**src/rtl/p3p_pkg.sv**
```systemverilog
// p3p_pkg: score/ID types and tracker state shared across the senone scoring path.
package p3p_pkg;
   typedef logic signed [15:0] num;
   typedef logic [12:0] senone_id_t;
   localparam num SCORE_MIN = 16'sh8000;
   typedef enum logic {ACCUM = 1'b0, DONE = 1'b1} state_t;
endpackage

```
**src/rtl/topk_slot.sv**
```systemverilog
// topk_slot: one ranked score/ID/valid entry; takes the new entry, its upper
// neighbour, or holds, based on where the insertion point falls.
module topk_slot #(
   parameter int SCORE_W = 16,
   parameter int ID_W    = 13
) (
   input  logic                      clk,
   input  logic                      reset,
   input  logic                      i_clr,
   input  logic                      i_acc,
   input  logic signed [SCORE_W-1:0] i_score,
   input  logic [ID_W-1:0]           i_id,
   input  logic                      i_up_q,
   input  logic signed [SCORE_W-1:0] i_up_score,
   input  logic [ID_W-1:0]           i_up_id,
   input  logic                      i_up_valid,
   output logic                      o_q,
   output logic signed [SCORE_W-1:0] o_eff_score,
   output logic [ID_W-1:0]           o_eff_id,
   output logic                      o_eff_valid,
   output logic signed [SCORE_W-1:0] o_nxt_score,
   output logic [ID_W-1:0]           o_nxt_id,
   output logic                      o_nxt_valid,
   output logic signed [SCORE_W-1:0] o_score,
   output logic [ID_W-1:0]           o_id,
   output logic                      o_valid
);
   localparam logic signed [SCORE_W-1:0] MIN = {1'b1, {(SCORE_W-1){1'b0}}};

   logic signed [SCORE_W-1:0] r_score;
   logic [ID_W-1:0]           r_id;
   logic                      r_valid;
   logic                      w_q;

   // Strict compare keeps equal scores behind earlier arrivals.
   always_comb begin
      o_eff_valid = r_valid & ~i_clr;
      o_eff_score = i_clr ? MIN : r_score;
      o_eff_id    = i_clr ? '0 : r_id;
      w_q         = ~o_eff_valid | (i_score > o_eff_score);
      o_q         = i_up_q | w_q;
      o_nxt_valid = !i_acc ? o_eff_valid : i_up_q ? i_up_valid : (w_q | o_eff_valid);
      o_nxt_score = !i_acc ? o_eff_score : i_up_q ? i_up_score : w_q ? i_score : o_eff_score;
      o_nxt_id    = !i_acc ? o_eff_id    : i_up_q ? i_up_id    : w_q ? i_id    : o_eff_id;
   end

   always_ff @(posedge clk or posedge reset)
      if (reset) begin
         r_score <= MIN;
         r_id    <= '0;
         r_valid <= 1'b0;
      end else begin
         r_score <= o_nxt_score;
         r_id    <= o_nxt_id;
         r_valid <= o_nxt_valid;
      end

   assign o_score = r_score;
   assign o_id    = r_id;
   assign o_valid = r_valid;
endmodule

```
**src/rtl/topk_senone_tracker.sv**
```systemverilog
// topk_senone_tracker: keeps the K best senone scores/IDs of a frame in
// descending order and derives a saturated beam-pruning threshold.
module topk_senone_tracker
   import p3p_pkg::*;
#(
   parameter int SCORE_W = 16,
   parameter int ID_W    = 13,
   parameter int K       = 4
) (
   input  logic                   clk,
   input  logic                   reset,
   input  logic                   new_vector_available,
   input  logic                   new_senone,
   input  logic                   last_senone,
   input  logic [SCORE_W-1:0]     current_score,
   input  logic [ID_W-1:0]        current_id,
   input  logic [SCORE_W-1:0]     beam,
   input  logic                   done_ack,
   output logic [K*SCORE_W-1:0]   best_score,
   output logic [K*ID_W-1:0]      best_id,
   output logic [K-1:0]           best_valid,
   output logic [SCORE_W-1:0]     prune_thresh,
   output logic                   max_done
);
   localparam logic signed [SCORE_W-1:0] MIN = {1'b1, {(SCORE_W-1){1'b0}}};

   state_t                    r_state, w_state_nxt;
   logic [SCORE_W-1:0]        r_prune;
   logic                      w_acc;
   logic                      w_q       [K];
   logic signed [SCORE_W-1:0] w_eff_s   [K];
   logic [ID_W-1:0]           w_eff_id  [K];
   logic                      w_eff_v   [K];
   logic signed [SCORE_W-1:0] w_nxt_s   [K];
   logic [ID_W-1:0]           w_nxt_id  [K];
   logic                      w_nxt_v   [K];
   logic signed [SCORE_W:0]   w_diff;
   logic [SCORE_W-1:0]        w_prune_nxt;

   assign w_acc = new_senone & (new_vector_available | (r_state == ACCUM));

   genvar g;
   generate
      for (g = 0; g < K; g++) begin : g_slot
         logic                      w_up_q;
         logic signed [SCORE_W-1:0] w_up_s;
         logic [ID_W-1:0]           w_up_id;
         logic                      w_up_v;
         logic signed [SCORE_W-1:0] w_s;
         logic [ID_W-1:0]           w_id;
         if (g == 0) begin : g_top
            assign w_up_q  = 1'b0;
            assign w_up_s  = MIN;
            assign w_up_id = '0;
            assign w_up_v  = 1'b0;
         end else begin : g_rest
            assign w_up_q  = w_q[g-1];
            assign w_up_s  = w_eff_s[g-1];
            assign w_up_id = w_eff_id[g-1];
            assign w_up_v  = w_eff_v[g-1];
         end
         topk_slot #(.SCORE_W(SCORE_W), .ID_W(ID_W)) u_slot (
            .clk         (clk),
            .reset       (reset),
            .i_clr       (new_vector_available),
            .i_acc       (w_acc),
            .i_score     (current_score),
            .i_id        (current_id),
            .i_up_q      (w_up_q),
            .i_up_score  (w_up_s),
            .i_up_id     (w_up_id),
            .i_up_valid  (w_up_v),
            .o_q         (w_q[g]),
            .o_eff_score (w_eff_s[g]),
            .o_eff_id    (w_eff_id[g]),
            .o_eff_valid (w_eff_v[g]),
            .o_nxt_score (w_nxt_s[g]),
            .o_nxt_id    (w_nxt_id[g]),
            .o_nxt_valid (w_nxt_v[g]),
            .o_score     (w_s),
            .o_id        (w_id),
            .o_valid     (best_valid[g])
         );
         assign best_score[g*SCORE_W +: SCORE_W] = w_s;
         assign best_id[g*ID_W +: ID_W]          = w_id;
      end
   endgenerate

   // One extra bit exposes underflow: top two bits differ only when below MIN.
   always_comb begin
      w_diff      = {w_nxt_s[0][SCORE_W-1], w_nxt_s[0]} - {1'b0, beam};
      w_prune_nxt = (!w_nxt_v[0] || (w_diff[SCORE_W] ^ w_diff[SCORE_W-1])) ? MIN : w_diff[SCORE_W-1:0];
   end

   always_comb begin
      w_state_nxt = r_state;
      if (new_vector_available)
         w_state_nxt = (new_senone && last_senone) ? DONE : ACCUM;
      else if (r_state == ACCUM && new_senone && last_senone)
         w_state_nxt = DONE;
      else if (r_state == DONE && done_ack)
         w_state_nxt = ACCUM;
   end

   always_ff @(posedge clk or posedge reset)
      if (reset) begin
         r_state <= ACCUM;
         r_prune <= MIN;
      end else begin
         r_state <= w_state_nxt;
         r_prune <= w_prune_nxt;
      end

   assign prune_thresh = r_prune;
   assign max_done     = (r_state == DONE);
endmodule

```
**config.mk**
```make
export PLATFORM = sky130hd
export DESIGN_NAME = topk_senone_tracker
export DESIGN_NICKNAME = d
export VERILOG_FILES = /design/src/rtl/p3p_pkg.sv /design/src/rtl/topk_slot.sv /design/src/rtl/topk_senone_tracker.sv
export SDC_FILE = /design/constraint.sdc
export NUM_CORES = 1
export LEC_CHECK = 0
export CORE_UTILIZATION = 33
export CTS_CLUSTER_DIAMETER = 150
export DETAILED_ROUTE_END_ITERATION = 10
export GPL_ROUTABILITY_DRIVEN = 1
export SETUP_SLACK_MARGIN = 0.2
export SLEW_MARGIN = 15
export SYNTH_ARGS = -nofsm -noshare
export SYNTH_HDL_FRONTEND = slang
export SYNTH_HIERARCHICAL = 1
export SYNTH_SLANG_ARGS = --single-unit
```
**constraint.sdc**
```tcl
create_clock -name clk -period 6.12 [get_ports clk]
set_clock_uncertainty 0.2 [all_clocks]
set_input_delay 1.836 -clock clk [delete_from_list [all_inputs] [get_ports clk]]
set_output_delay 1.836 -clock clk [all_outputs]
set_load 0.005 [all_outputs]
```
==> flow_summary.yaml, run 1 <==
outcome:
  status: "completed"
timing:
  clock.fmax_mhz: 173
  final_max_slew_viol_count: 0
  relSlewSlack: 0.317
  rsz0062_at_grt: "no"
  tightest_slew_ns: 1.02
  finalWorstSetupSlack_ns: 0.327
  timing.final.crit_share: 0.947
  setup_violations: 0
  final-hold-violation-count: 0
  period_needed_ns: 5.79
power:
  swShare: 0.343
  seq_power_share: 0.335
  clockPowerShare: 0.317
  powerDensity_nw_per_um2: 219
  intPower_mw: 2.19
  irDropWorstVdd_v: 0.000188
  power_frac_comb: 0.348
  p_leak_nw: 6.82
  finalPower_mw: 3.33
  p_sw_mw: 1.14
placement:
  dp_cells: 2021
  io_buffers: 187
  gp_congestion: 0.946
  placed_cell_area_um2: 14300
  dp_hpwl_um: 29700
  preCtsSetupSlack_ns: -0.291
cells_and_area:
  multi_input_area_um2: 7360
  seq_area_um2: 3430
  fin_cells: 2060
  drive_gt1_frac: 0.162
  final_area_um2: 15200
  num-fill-cells: 3236
  nNetsFinal: 1731
  diodes: 0
  area_delta_synth_final_pct: 33.4
floorplanning:
  dieArea_um2: 35300
  die_y_um: 188
  io_pins: 188
  rows: 67
  dieWidth_um: 188
  core_area_um2: 33800
  start_util: 0.338
clock_tree:
  htreeDepth: 4
  clock-sinks: 137
  numCtsBuffers: 17
  clockBufferDepth: 2
  clkLatencyLatePin_ns: 0.44
  cts_tree: "built"
  cts-root-buf: "clkbuf_16"
  clkTransAtPathRegs_ns: 0.07
drt:
  ant_nets: 0
  routed_wl_um: 40300
  first_iter_violations: 990
  drc: 0
  num_vias: 11100
  drtPass1Iterations: 7
  via_per_inst: 5.37
  wire_per_inst_um: 19.6
synthesis:
  syn_area_um2: 11400
  avgSynthCellArea_um2: 8.56
  ys.warnings.count: 6
  netlist_instances: 1332
global_routing:
  antenna_found_initial: 0
  overflow: 0
  grt_pass1_wl_um: 62200
  track_usage: 0.225
  grt_pass1_vias: 10700
  grt_max_degree: 88
flow_run:
  drv_cap: 0
worst_hold_path:
  min-delay-start: "g_slot[3].u_slot/o_score[15]"
  hp-class: "register to register"
setup_path:
  worstSetupStartpoint: "new_vector_available"
  cp_max_fo: 15
  cp_data_required_time_ns: 6.25
  r2r_start: "g_slot[0].u_slot/o_score[7]"
  end_kind: "register"
  cp.arrival_ns: 5.92
  path_class: "input port to register"
  startpoint_type: "input port"
## critical path, stage by stage
cell and delay (ns):
buf_12 0.13, nand2b_4 0.16, ha_4 0.28, nand4_1 0.15, buf_4 0.19, a211oi_2 0.22, o21a_1 0.15, o22a_4 0.21
buf_12 0.16, mux2i_1 0.18, a21oi_1 0.11, ha_2 0.40, nand4_1 0.18, inv_1 0.15, a21oi_4 0.08, o41ai_2 0.37
xor2_1 0.23, xor3_2 0.41, nor4b_2 0.31
## power by group through the flow
stage / clock network [mW] / logic [mW] / registers (mW)
2_1_floorplan: 0 / 0.572 / 1.10
5_1_grt: 1.11 / 1.26 / 1.13
6_report: 1.05 / 1.16 / 1.12
3_5_place_dp: 0 / 1.09 / 1.13
4_1_cts: 1.08 / 1.11 / 1.11
3_3_place_gp: 0 / 1.08 / 1.13
## layout make-up
class                   count  area share
clock buffers              19      0.0298
clock inverters            13     0.00880
inverters                 138      0.0340
multi-input cells        1012       0.484
flip-flops and latches    137       0.226
well taps                 448      0.0368
repair buffers            293       0.181
## through the flow
step	hold slack (ns)	utilization	TNS, ns
5_1_grt	0.322	0.450	0
4_1_cts	0.299	0.441	0
6_report	0.299	0.450	0
3_3_place_gp	0.282	0.422	-9.10
3_5_place_dp	0.288	0.422	-10.93
2_1_floorplan	0.281	-	0
## repair_timing
| item | in CTS | in global routing |
|---|---|---|
| endpoints found under the hold margin | 0 | 0 |
| pin swaps | 5 | 26 |
| setup buffers | 1 | 6 |
| hold buffers | 0 | 0 |
| setup endpoints to repair | 16 | 71 |
| resized for setup | 11 | 58 |
## flip-flops by register name, indices dropped and copies added, names as in the netlist
register / flops
g_slot.u_slot/o_score: 64
g_slot.u_slot/o_id: 52
prune_thresh: 16
g_slot.u_slot/o_valid: 4
max_done: 1
## worst paths after layout
| path | to | slack, ns | cells after the start |
|---|---|---|---|
| min | g_slot[3].u_slot/o_score[15] | 0.30 | 2 |
| max reg2reg | prune_thresh[5] | 1.45 | 18 |
| min in group asynchronous | g_slot[1].u_slot/o_id[11] | 1.68 | 2 |
| max in group asynchronous | g_slot[0].u_slot/o_score[15] | 3.12 | 3 |
| max | prune_thresh[5] | 0.33 | 19 |
| min reg2reg | g_slot[3].u_slot/o_score[15] | 0.30 | 2 |
## cell usage in the layout, fill, tap and decap left out, types with 54 or more instances in the layout
| cell | instances |
|---|---|
| dfrtp_1 | 132 |
| nand2b_1 | 54 |
| ha_1 | 72 |
| a21oi_1 | 76 |
| o21ai_0 | 64 |
| o22ai_1 | 62 |
| inv_1 | 138 |
| buf_4 | 99 |
| nor2_1 | 110 |
| nand2_1 | 56 |
| clkdlybuf4s50_1 | 172 |
## metal layers
layer  part of all wire  global-route usage  up-vias
met2               0.44               0.334      420
li1                   -                   -     5311
met5                  0                   0        -
met4              0.019              0.0654        0
met3              0.072              0.0507       48
met1               0.47               0.323     5281
(Power assumes the default switching activity.)
==> run 2, diff against run 1 <==
--- a/config.mk
+++ b/config.mk
@@ -9,7 +9,9 @@
 export CTS_CLUSTER_DIAMETER = 150
 export DETAILED_ROUTE_END_ITERATION = 10
 export GPL_ROUTABILITY_DRIVEN = 1
+export GPL_TIMING_DRIVEN = 0
 export SETUP_SLACK_MARGIN = 0.2
+export SKIP_CTS_REPAIR_TIMING = 1
 export SLEW_MARGIN = 15
 export SYNTH_ARGS = -nofsm -noshare
 export SYNTH_HDL_FRONTEND = slang
==> run 2 against run 1 <==
  * Global-route usage is 0.27 points lower
  * Hold slack better by 0.019 ns
  * Register-to-register slack worse by 0.08 ns
  * Sequential power hardly changed
  * Flip-flop and latch count stayed put
  * Worst setup slack worse by 0.11 ns
  * Clock power is 5% higher
  * First-iteration DRC count is 19% lower
  * Combinational power hardly changed
  * Non-clock buffer count is 2 higher
  * Power is 0.22% higher
  * Critical path type unchanged
  * Critical path depth is 2 higher
==> flow_summary.yaml, run 2 (synthesis gave the netlist of run 1 again) <==
cells_and_area:
  nNetsFinal: 1733
  drive_gt1_frac: 0.144
  finish.utilization: 0.451
  largest_reg_flops: 64
  final_cell_mix: "clkdlybuf4s50_1, inv_1, dfrtp_1"
  area_delta_synth_final_pct: 33.5
  num-fill-cells: 3259
  diodes: 0
  layout_commonest_cell: "clkdlybuf4s50_1"
power:
  irDropWorstVdd_v: 0.000209
  powerDensity_nw_per_um2: 219
  p_leak_nw: 6.78
setup_path:
  startpoint_type: "input port"
  cp.arrival_ns: 6.06
  r2r.worst_path.cells: 21
  cp_data_required_time_ns: 6.28
  cp_max_fo: 8
  r2r-end: "prune_thresh[0]"
  end_kind: "register"
  path_class: "input port to register"
  r2r_start: "g_slot[0].u_slot/o_score[15]"
  r2r_slack_ns: 1.37
floorplanning:
  die_y_um: 188
  dieWidth_um: 188
  start_util: 0.338
  dieArea_um2: 35300
  core_area_um2: 33800
  io_pins: 188
  rows: 67
clock_tree:
  clkTransAtPathRegs_ns: 0.07
  cts-root-buf: "clkbuf_16"
  numCtsBuffers: 17
  clock-sinks: 137
  cts_tree: "built"
  htreeDepth: 4
  clkLatencyLatePin_ns: 0.44
  clockBufferDepth: 2
timing:
  rsz0062_at_grt: "yes"
  finalWorstSetupSlack_ns: 0.220
  final-hold-violation-count: 0
  whs_ns: 0.318
  relSlewSlack: 0.539
  tightest_slew_ns: 0.690
  clock.fmax_mhz: 169
  setup_violations: 0
  period_needed_ns: 5.90
  final_max_slew_viol_count: 0
  timing.final.crit_share: 0.964
drt:
  wire_per_inst_um: 19.6
  ant_nets: 0
  num_vias: 11100
  drtPass1Iterations: 8
  routed_wl_um: 40400
  first_iter_violations: 804
  via_per_inst: 5.39
  drc: 0
global_routing:
  grt_max_degree: 31
  grt_pass1_wl_um: 61400
  antenna_found_initial: 0
  overflow: 0
  grt_pass1_vias: 10800
  track_usage: 0.222
worst_hold_path:
  hp-class: "register to register"
  min-delay-start: "g_slot[3].u_slot/o_score[15]"
  hold_path_end: "g_slot[3].u_slot/o_score[15]"
  min_delay_path_depth: 2
outcome:
  status: "completed"
flow_run:
  drv_cap: 0
placement:
  dp_hpwl_um: 30700
  io_buffers: 187
  gp_congestion: 0.911
  preCtsSetupSlack_ns: -2.10
[run 2: power breakdown]
group          switching [mW]  total, mW  internal, mW
sequential             0.0987       1.12          1.02
combinational           0.576       1.13         0.549
clock                   0.445       1.10         0.654
[run 2: how the worst max path moves through the flow]
| stage | from | endpoint | slack [ns] | cells past startpoint |
|---|---|---|---|---|
| finish | current_score[6] | prune_thresh[0] | 0.22 | 21 |
| global route | current_score[6] | prune_thresh[0] | -0.03 | 21 |
| CTS | new_vector_available | g_slot[3].u_slot/o_id[10] | -1.66 | 23 |
| detailed placement | new_vector_available | g_slot[3].u_slot/o_id[7] | -2.10 | 23 |
| global placement | new_vector_available | g_slot[3].u_slot/o_id[1] | -2.11 | 23 |
| floorplan | new_vector_available | prune_thresh[13] | 0.20 | 19 |
[run 2: stage by stage]
stage / power [mW] / cells / instance area, um2 / TNS (ns)
after floorplan: 1.68 / 1375 / 11600 / 0
after global placement: 2.14 / 2010 / 14000 / -133.12
after detailed placement: 2.15 / 2010 / 14000 / -131.86
after CTS: 3.28 / 2041 / 14600 / -86.04
after global routing: 3.51 / 2061 / 15200 / -0.147
final: 3.34 / 2061 / 15200 / 0
[run 2: final cells by class]
| cell class | instances | area [um2] | area share |
|---|---|---|---|
| Multi-Input combinational cell | 1012 | 7390 | 0.485 |
| Sequential cell | 137 | 3430 | 0.226 |
| Timing Repair Buffer | 207 | 2120 | 0.139 |
| Buffer | 88 | 597 | 0.0392 |
| Tap cell | 448 | 561 | 0.0368 |
| Inverter | 138 | 518 | 0.0340 |
| Clock buffer | 18 | 439 | 0.0288 |
| Clock inverter | 13 | 170 | 0.0112 |
[run 2: worst max-delay path, cell delays in order]
cell	delay, ns
dlymetal6s2s_1	0.41
ha_1	0.34
nand4_1	0.16
o221ai_1	0.15
o21a_1	0.20
o22a_4	0.29
buf_8	0.16
o21ai_1	0.16
o2bb2ai_2	0.15
inv_1	0.12
ha_1	0.22
inv_1	0.07
fa_1	0.20
nand3_1	0.12
a21oi_2	0.21
nor2_2	0.10
o41ai_2	0.31
a21oi_2	0.12
xor3_2	0.36
buf_6	0.18
nor3b_2	0.16
[run 2: layer usage]
| metal | track usage | wire, um | vias to the layer above |
|---|---|---|---|
| met1 | 0.292 | 17900 | 5288 |
| met2 | 0.359 | 18600 | 438 |
| met4 | 0.0697 | 1020 | 0 |
| li1 | - | - | 5322 |
| met3 | 0.0528 | 2910 | 55 |
| met5 | 0 | 0 | - |
